[src/rtl/ltc2308_responder.sv]
// ltc2308_responder: LTC2308 serial-interface emulator returning samples from a parallel channel bus.
module ltc2308_responder #(
  parameter int DATA_W      = 12,
  parameter int CONV_CYCLES = 80,
  parameter int SYNC_STAGES = 2
) (
  input  logic                  clk,
  input  logic                  rst_n,
  input  logic                  adc_convst,
  input  logic                  adc_sck,
  input  logic                  adc_sdi,
  output logic                  adc_sdo,
  output logic                  adc_sdo_oe,
  input  logic [8*DATA_W-1:0]   ch_data,
  output logic [5:0]            cfg_word,
  output logic                  busy,
  output logic [15:0]           frame_count,
  output logic                  overrun
);
  localparam logic [1:0] IDLE = 2'd0, CONV = 2'd1, WAIT = 2'd2, SHIFT = 2'd3;
  localparam int TXW = $clog2(DATA_W + 1);
  localparam logic [DATA_W-1:0] MID = {1'b1, {(DATA_W-1){1'b0}}};
  logic [SYNC_STAGES-1:0] cs_q, sck_q, sdi_q;
  logic                   cs_d, sck_d;
  logic                   cs_s, cs_rise, sck_rise, sck_fall, frame_end;
  logic [1:0]             state;
  logic [15:0]            cnt;
  logic [DATA_W-1:0]      shift_reg, raw, sample;
  logic [5:0]             cfg_shift;
  logic [4:0]             cfg_sel;
  logic [2:0]             rx_cnt, ch;
  logic [TXW-1:0]         tx_cnt;
  assign cs_s      = cs_q[SYNC_STAGES-1];
  assign cs_rise   = cs_s & ~cs_d;
  assign sck_rise  = sck_q[SYNC_STAGES-1] & ~sck_d;
  assign sck_fall  = ~sck_q[SYNC_STAGES-1] & sck_d;
  assign frame_end = (state == SHIFT) && cs_rise;
  // A config completed in this frame already selects the sample latched on the same edge.
  always_comb begin
    cfg_sel = (frame_end && rx_cnt == 3'd6) ? cfg_shift[5:1] : cfg_word[5:1];
    ch      = {cfg_sel[2], cfg_sel[1], cfg_sel[3]};
    raw     = cfg_sel[4] ? ch_data[ch*DATA_W +: DATA_W] : MID;
    sample  = cfg_sel[0] ? raw : raw ^ MID;
  end
  always_ff @(posedge clk or negedge rst_n) begin
    if (!rst_n) begin
      cs_q  <= '0;
      sck_q <= '0;
      sdi_q <= '0;
      cs_d  <= 1'b0;
      sck_d <= 1'b0;
    end else begin
      cs_q  <= {cs_q[SYNC_STAGES-2:0], adc_convst};
      sck_q <= {sck_q[SYNC_STAGES-2:0], adc_sck};
      sdi_q <= {sdi_q[SYNC_STAGES-2:0], adc_sdi};
      cs_d  <= cs_q[SYNC_STAGES-1];
      sck_d <= sck_q[SYNC_STAGES-1];
    end
  end
  always_ff @(posedge clk or negedge rst_n) begin
    if (!rst_n) begin
      state       <= IDLE;
      adc_sdo     <= 1'b0;
      adc_sdo_oe  <= 1'b0;
      cfg_word    <= 6'h22;
      busy        <= 1'b0;
      frame_count <= '0;
      overrun     <= 1'b0;
      cnt         <= '0;
      shift_reg   <= '0;
      cfg_shift   <= '0;
      rx_cnt      <= '0;
      tx_cnt      <= '0;
    end else begin
      if ((state == IDLE || state == SHIFT) && cs_rise) begin
        state      <= CONV;
        busy       <= 1'b1;
        cnt        <= 16'(CONV_CYCLES - 1);
        shift_reg  <= sample;
        cfg_shift  <= '0;
        rx_cnt     <= '0;
        tx_cnt     <= '0;
        adc_sdo    <= 1'b0;
        adc_sdo_oe <= 1'b0;
      end
      if (frame_end) begin
        frame_count <= frame_count + 16'd1;
        cfg_word    <= (rx_cnt == 3'd6) ? cfg_shift : cfg_word;
        overrun     <= overrun | (rx_cnt != 3'd6);
      end
      if (state == CONV) begin
        overrun <= overrun | cs_rise;
        cnt     <= cnt - 16'd1;
        if (cnt == 16'd0) begin
          state <= WAIT;
          busy  <= 1'b0;
        end
      end
      if (state == WAIT && !cs_s) begin
        state      <= SHIFT;
        adc_sdo_oe <= 1'b1;
        adc_sdo    <= shift_reg[DATA_W-1];
      end
      if (state == SHIFT && !cs_rise) begin
        if (sck_rise && rx_cnt < 3'd6) begin
          cfg_shift <= {cfg_shift[4:0], sdi_q[SYNC_STAGES-1]};
          rx_cnt    <= rx_cnt + 3'd1;
        end
        if (sck_fall) begin
          shift_reg <= shift_reg << 1;
          adc_sdo   <= (tx_cnt < TXW'(DATA_W - 1)) & shift_reg[DATA_W-2];
          tx_cnt    <= tx_cnt + TXW'(tx_cnt != TXW'(DATA_W));
        end
      end
    end
  end
endmodule
[config.mk]
export PLATFORM = sky130hd
export DESIGN_NAME = ltc2308_responder
export DESIGN_NICKNAME = d
export VERILOG_FILES = /design/src/rtl/ltc2308_responder.sv
export SDC_FILE = /design/constraint.sdc
export NUM_CORES = 1
export LEC_CHECK = 0
export BUFFER_PORTS_ARGS = -buffer_cell sky130_fd_sc_hd__buf_4
export CORE_ASPECT_RATIO = 1.25
export CORE_UTILIZATION = 53
export CTS_CLUSTER_SIZE = 40
export DETAILED_ROUTE_END_ITERATION = 7
export GPL_TIMING_DRIVEN = 0
export PLACE_DENSITY = 0.83
export RECOVER_POWER = 25
export SLEW_MARGIN = 20
export SYNTH_ARGS = -nofsm -noshare
export SYNTH_HDL_FRONTEND = slang
export SYNTH_SLANG_ARGS = --single-unit
[constraint.sdc]
create_clock -name clk -period 3.05 [get_ports clk]
set_clock_uncertainty 0.2 [all_clocks]
set_input_delay 0.7625 -clock clk [delete_from_list [all_inputs] [get_ports clk]]
set_output_delay 0.7625 -clock clk [all_outputs]
set_load 0.01 [all_outputs]
Word-level counts from Yosys, hierarchy flattened
Index checks and enable logic that the tools add are counted.
- add/sub/neg operators: 4
- multipliers: 1
- $lt $le $gt $ge: 2
- equal/unequal tests: 6
- shifts and indexed selects: 1
- muxes and demuxes: 32
- bitwise operators: 10
- reductions and logical operators: 15
- operator list (cell ; number):
    $shiftx 96x8->12 ; 1
    $mux 12 ; 5
    $mux 16 ; 2
    $mux 6 ; 3
    $add 16x1->16 const B ; 1
    $logic_not 16->1 ; 1
    $sub 16x1->16 const B ; 1
    $mux 4 ; 3
    $mux 1 ; 11
    $mux 3 ; 3
    $mux 2 ; 4
    $logic_and 1x1->1 ; 6
    $reduce_bool 2->1 ; 3
    $mul 3x2->5 const B ; 1
    $mux 5 ; 1
    $add 4x1->4 ; 1
    $and 1x1->1 ; 4
    $eq 2x2->1 const B ; 2
    $lt 4x4->1 const B ; 1
    $ne 4x4->1 const B ; 1
    $not 1->1 ; 4
    $add 3x1->3 const B ; 1
    $eq 3x3->1 const B ; 1
    $lt 3x3->1 const B ; 1
    7 further kinds ; 9
- register bits: 77
- output and inout bits: 26
- word-level logic and storage cells: 88

Logic depth before layout (Yosys ltp)
- depth after elaboration: 13
- depth in mapped cells: 10

Least setup slack after synthesis
Ideal clock, no wire load.
- path kind: reg-to-reg
- from: register state[0]
- to: register shift_reg[6]
- library setup time: 126 ps
- arrival time: 2035 ps
- data required time: 2724 ps
- slack: 689 ps
- stages on the path, launching flop included: 9
- buffers on the path: 1
- cells stage by stage: dfrtp_1 ha_1 and3b_4 buf_6 nand2_4 nor4_1 a41o_1 a221o_1 o32a_1
- word-level cells in the longest chain between the ends: 11
- ends and longest elaborated chain (what ; line ; text):
    start, declared ; 26 ; logic [1:0] state;
    start signal, assigned ; 62 ; state <= IDLE;
    start signal, assigned ; 76 ; state <= CONV;
    start signal, assigned ; 95 ; state <= WAIT;
    $eq 2x2->1 ; 37, 75, 104 ;
    $logic_and 1x1->1 ; 37 ; assign frame_end = (state == SHIFT) && cs_rise;
    $logic_and 1x1->1 ; 40 ; cfg_sel = (frame_end && rx_cnt == 3'd6) ? cfg_shift[5:1] : cfg_word[5:1];
    $mux 5 ; 40 ;
    $mul 3x2->5 ; 42 ; raw = cfg_sel[4] ? ch_data[ch*DATA_W +: DATA_W] : MID;
    $shiftx 96x8->12 ; 42 ;
    $mux 12 ; 42 ;
    $mux 12 ; 43 ; sample = cfg_sel[0] ? raw : raw ^ MID;
    $mux 12 ; 75 ; if ((state == IDLE || state == SHIFT) && cs_rise) begin
    $mux 12 ; 109 ; if (sck_fall) begin
    $mux 12 * ; 104 ; if (state == SHIFT && !cs_rise) begin
    end signal, assigned ; 79 ; shift_reg <= sample;
    end signal, assigned ; 110 ; shift_reg <= shift_reg << 1;
    end, declared ; 28 ; logic [DATA_W-1:0] shift_reg, raw, sample;
Every way passes the cells marked *; elsewhere a longest branch is shown, timed or not.
A chain may end at the register's enable or synchronous reset.

Worst setup path after layout
- from: register state[0]
- to: register shift_reg[7]
The elaborated chain is that of the path after synthesis.

==> flow_metrics.env <==
export IMPL_first_pass_iters=7
export IMPL_numCtsBuffers=9
export IMPL_cap_violations=1
export IMPL_path_max_fanout=10
export IMPL_start_kind="register"
export IMPL_num_vias=4495
export IMPL_path_class="reg -> reg"
export IMPL_n_fill_cell=667
export IMPL_timing_fmax_mhz=346.4
export IMPL_crit_chain="ha_1 -> nand3b_1 -> buf_2 -> nor4_1 -> o21ai_2 -> a21oi_1 -> a2111oi_1 -> a21oi_1"
export IMPL_routabilityCongestion=0.9074
export IMPL_root_buffer="clkbuf_8"
export IMPL_avgSynthCellArea_um2=9.183
export IMPL_dieArea_um2=8847
export IMPL_r2r_start="state[0]"
export IMPL_timing_final_crit_share_pct=94.66
export IMPL_grt_pass1_wl_mm=20.51
export IMPL_endpoint_kind="register"
export IMPL_initial_utilization_pct=54.49
export IMPL_die_w_um=84.33
export IMPL_final_common_cell="buf_4"
export IMPL_num_antenna_cells=0
export IMPL_critPathArrivalTime_ns=2.89
export IMPL_path_clk_slew_ns=0.07
export IMPL_power_switching_w=0.0009858
export IMPL_synth_fp_nets=602
export IMPL_yosys_cell_types_count=70
export IMPL_power_density_nw_per_um2=532.9
export IMPL_cts_setup_buffers=0
export IMPL_critPathMostFrequentCell="a21oi_1"
export IMPL_synth_cells=489
export IMPL_worst_pin_slew_ns=1.899
export IMPL_ff2ff_path_depth=8
export IMPL_grt_pass1_vias=4501
export IMPL_status="complete, but fails checks"
export IMPL_slowest_delay_ns=0.61
export IMPL_syn_cell_area_um2=4491
export IMPL_finalHoldViolCount=0
export IMPL_syn2layout_area_growth_pct=28.31
export IMPL_regToRegSetupSlack_ns=0.16
export IMPL_required_ns=3.05
export IMPL_ir_worst_vdd_mv=0.2761
export IMPL_core_area_um2=8240
export IMPL_cts_resized=2
export IMPL_grt_remaining_overflow=0
export IMPL_violations="DRC, capacitance limit, slew limit"
export IMPL_vias_per_cell=6.200
export IMPL_crit_family="compound AO/OA/AOI/OAI gates"
export IMPL_cp_depth=8
export IMPL_slowest_stage="a2111oi_1"
export IMPL_yosysSeqAreaShare_pct=42.96
export IMPL_final_cell_mix="buf_4, dfrtp_1, nand2_1, nand3_1, a21oi_1"
export IMPL_seq_power_share_pct=47.1
export IMPL_register_area_um2=1929
export IMPL_r2r_end="shift_reg[7]"
export IMPL_clk_path_buf_depth=2
export IMPL_swShare_pct=32.11
export IMPL_pin_count=127
export IMPL_setup_viol=0
export IMPL_antenna_found_initial=0
export IMPL_drt_total_wl_mm=12.47
export IMPL_cts_hold_buf=0
export IMPL_layout_cells_non_filler=725
export IMPL_period_minus_slack_ns=2.887
export IMPL_drt_iter0_drc=303
export IMPL_dpl_hpwl_mm=9.252
export IMPL_nets=739
export IMPL_power_frac_clock_pct=24.4
export IMPL_cts_num_sinks=77
export IMPL_rsz0062_at_grt="no"
export IMPL_num_rows=37
export IMPL_utilization_pct=69.92
export IMPL_p_total_w=0.003070
export IMPL_synth_async_reset_ratio_pct=100.0
export IMPL_hold_class="reg -> reg"
export IMPL_maxSlewViolCount=78
export IMPL_multi_input_comb_area_um2=2412
export IMPL_min_to="sck_q[1]"
export IMPL_dp_cells=712
export IMPL_grt_usage_pct=29.40
export IMPL_layout_drive_gt1_share_pct=26.59
export IMPL_p_comb_share_pct=28.5
export IMPL_cts_tree="built"
export IMPL_grt_start_max_net_pins=78
export IMPL_clk_latency_ns=0.35
export IMPL_min_path_cells=0
export IMPL_ant_nets=0
export IMPL_routedWlPerCell_um=17.20
export IMPL_drc=14
export IMPL_min_from="sck_q[0]"
export IMPL_path_buf_inv=1
export IMPL_relSlewSlack_pct=-26.62
export IMPL_intPower_w=0.002085
export IMPL_dieHeight_um=104.9
export IMPL_leakage_nw=2.658
export IMPL_yosys_register_bits=77
export IMPL_numPortBuffers=126
export IMPL_ys_warnings_count=0
export IMPL_synth_ff_type="dfrtp_1"
export IMPL_synth_edff_count=0
export IMPL_htree_levels=3
[worst reg2reg max path, cell delays in order (launching register included)]
cell and delay [ns]:
dfrtp_1 0.40, ha_1 0.27, nand3b_1 0.15, buf_2 0.26
nor4_1 0.09, o21ai_2 0.49, a21oi_1 0.13, a2111oi_1 0.61
a21oi_1 0.14
[synth_stat cells (all sizes together) (3+ instances only)]
| library cell | count | area share [%] |
|---|---|---|
| dfrtp | 75 | 42 |
| nand2 | 62 | 5.3 |
| a21oi | 40 | 4.5 |
| o21ai | 40 | 4.5 |
| nand3 | 39 | 4.3 |
| nor2 | 28 | 2.8 |
| clkbuf | 20 | 1.7 |
| mux2i | 16 | 3.8 |
| inv | 14 | 1.2 |
| ha | 12 | 3.3 |
| xnor2 | 11 | 2.1 |
| a2111oi | 8 | 1.7 |
| a221oi | 7 | 1.4 |
| buf | 7 | 0.92 |
| nand4 | 7 | 0.98 |
| nor3 | 7 | 0.78 |
| nor4 | 7 | 1.1 |
| o31ai | 7 | 1.2 |
| xor2 | 7 | 1.4 |
| a31oi | 6 | 1.2 |
| nand3b | 6 | 1.1 |
| o211ai | 6 | 1.0 |
| nand2b | 4 | 0.56 |
| nor3b | 4 | 0.78 |
| and2 | 3 | 0.42 |
| and3 | 3 | 0.42 |
| o311ai | 3 | 0.59 |
| o41ai | 3 | 0.59 |
[final cells by class]
| type | count | area share [%] |
|---|---|---|
| Inverter | 14 | 0.9121 |
| Tap cell | 97 | 2.106 |
| Timing Repair Buffer | 126 | 16.37 |
| Buffer | 27 | 2.020 |
| Multi-Input combinational cell | 371 | 41.87 |
| Sequential cell | 77 | 33.49 |
| Clock inverter | 2 | 0.6080 |
| Clock buffer | 11 | 2.628 |
[how the worst max path moves through the flow]
stage | from | endpoint | slack (ns)
final | state[0] | shift_reg[7] | 0.16
after global routing | rx_cnt[0] | shift_reg[7] | 0.01
after CTS | state[1] | shift_reg[4] | 0.07
after detailed placement | state[0] | shift_reg[8] | -0.08
after global placement | state[0] | shift_reg[8] | -0.07
after floorplan | state[0] | shift_reg[6] | 0.69
[per-layer routing]
metal | up-vias | global-route usage, % | share of wire, %
li1 | 2074 | - | -
met1 | 2115 | 33.96 | 38
met2 | 251 | 47.83 | 48
met3 | 55 | 7.504 | 8.0
met4 | 0 | 20.10 | 5.6
met5 | - | 0 | 0
[logic make-up after synthesis]
kind of cell | Yosys count | share of synthesized area, %
AND/OR/NAND/NOR | 180 | 20.37
AO/OA/AOI/OAI | 141 | 20.70
flip-flops | 77 | 42.96
buffers and inverters | 41 | 3.761
multiplexers | 20 | 5.349
XOR/XNOR | 18 | 3.511
adder cells (fa/ha/maj) | 12 | 3.343
[through the flow]
stage / setup TNS (ns) / worst slack, ns / hold slack (ns) / instance area [um^2]
global placement: -0.07383 / -0.07383 / 0.1317 / 5558
global route: 0 / 0.01455 / 0.1669 / 5762
finish: 0 / 0.1629 / 0.1570 / 5762
CTS: 0 / 0.06615 / 0.1590 / 5749
floorplan: 0 / 0.6888 / 0.1312 / 4491
detailed placement: -0.07657 / -0.07657 / 0.1427 / 5558
[power groups by stage]
stage	Sequential, W	Combinational, W	Clock (W)
after floorplan	0.00143	0.000565	0
after global placement	0.00145	0.000837	0
after detailed placement	0.00146	0.000877	0
after CTS	0.00144	0.000880	0.000764
after global routing	0.00148	0.000984	0.000800
final	0.00145	0.000876	0.000748
No activity file was read; power rests on OpenSTA's default activity.
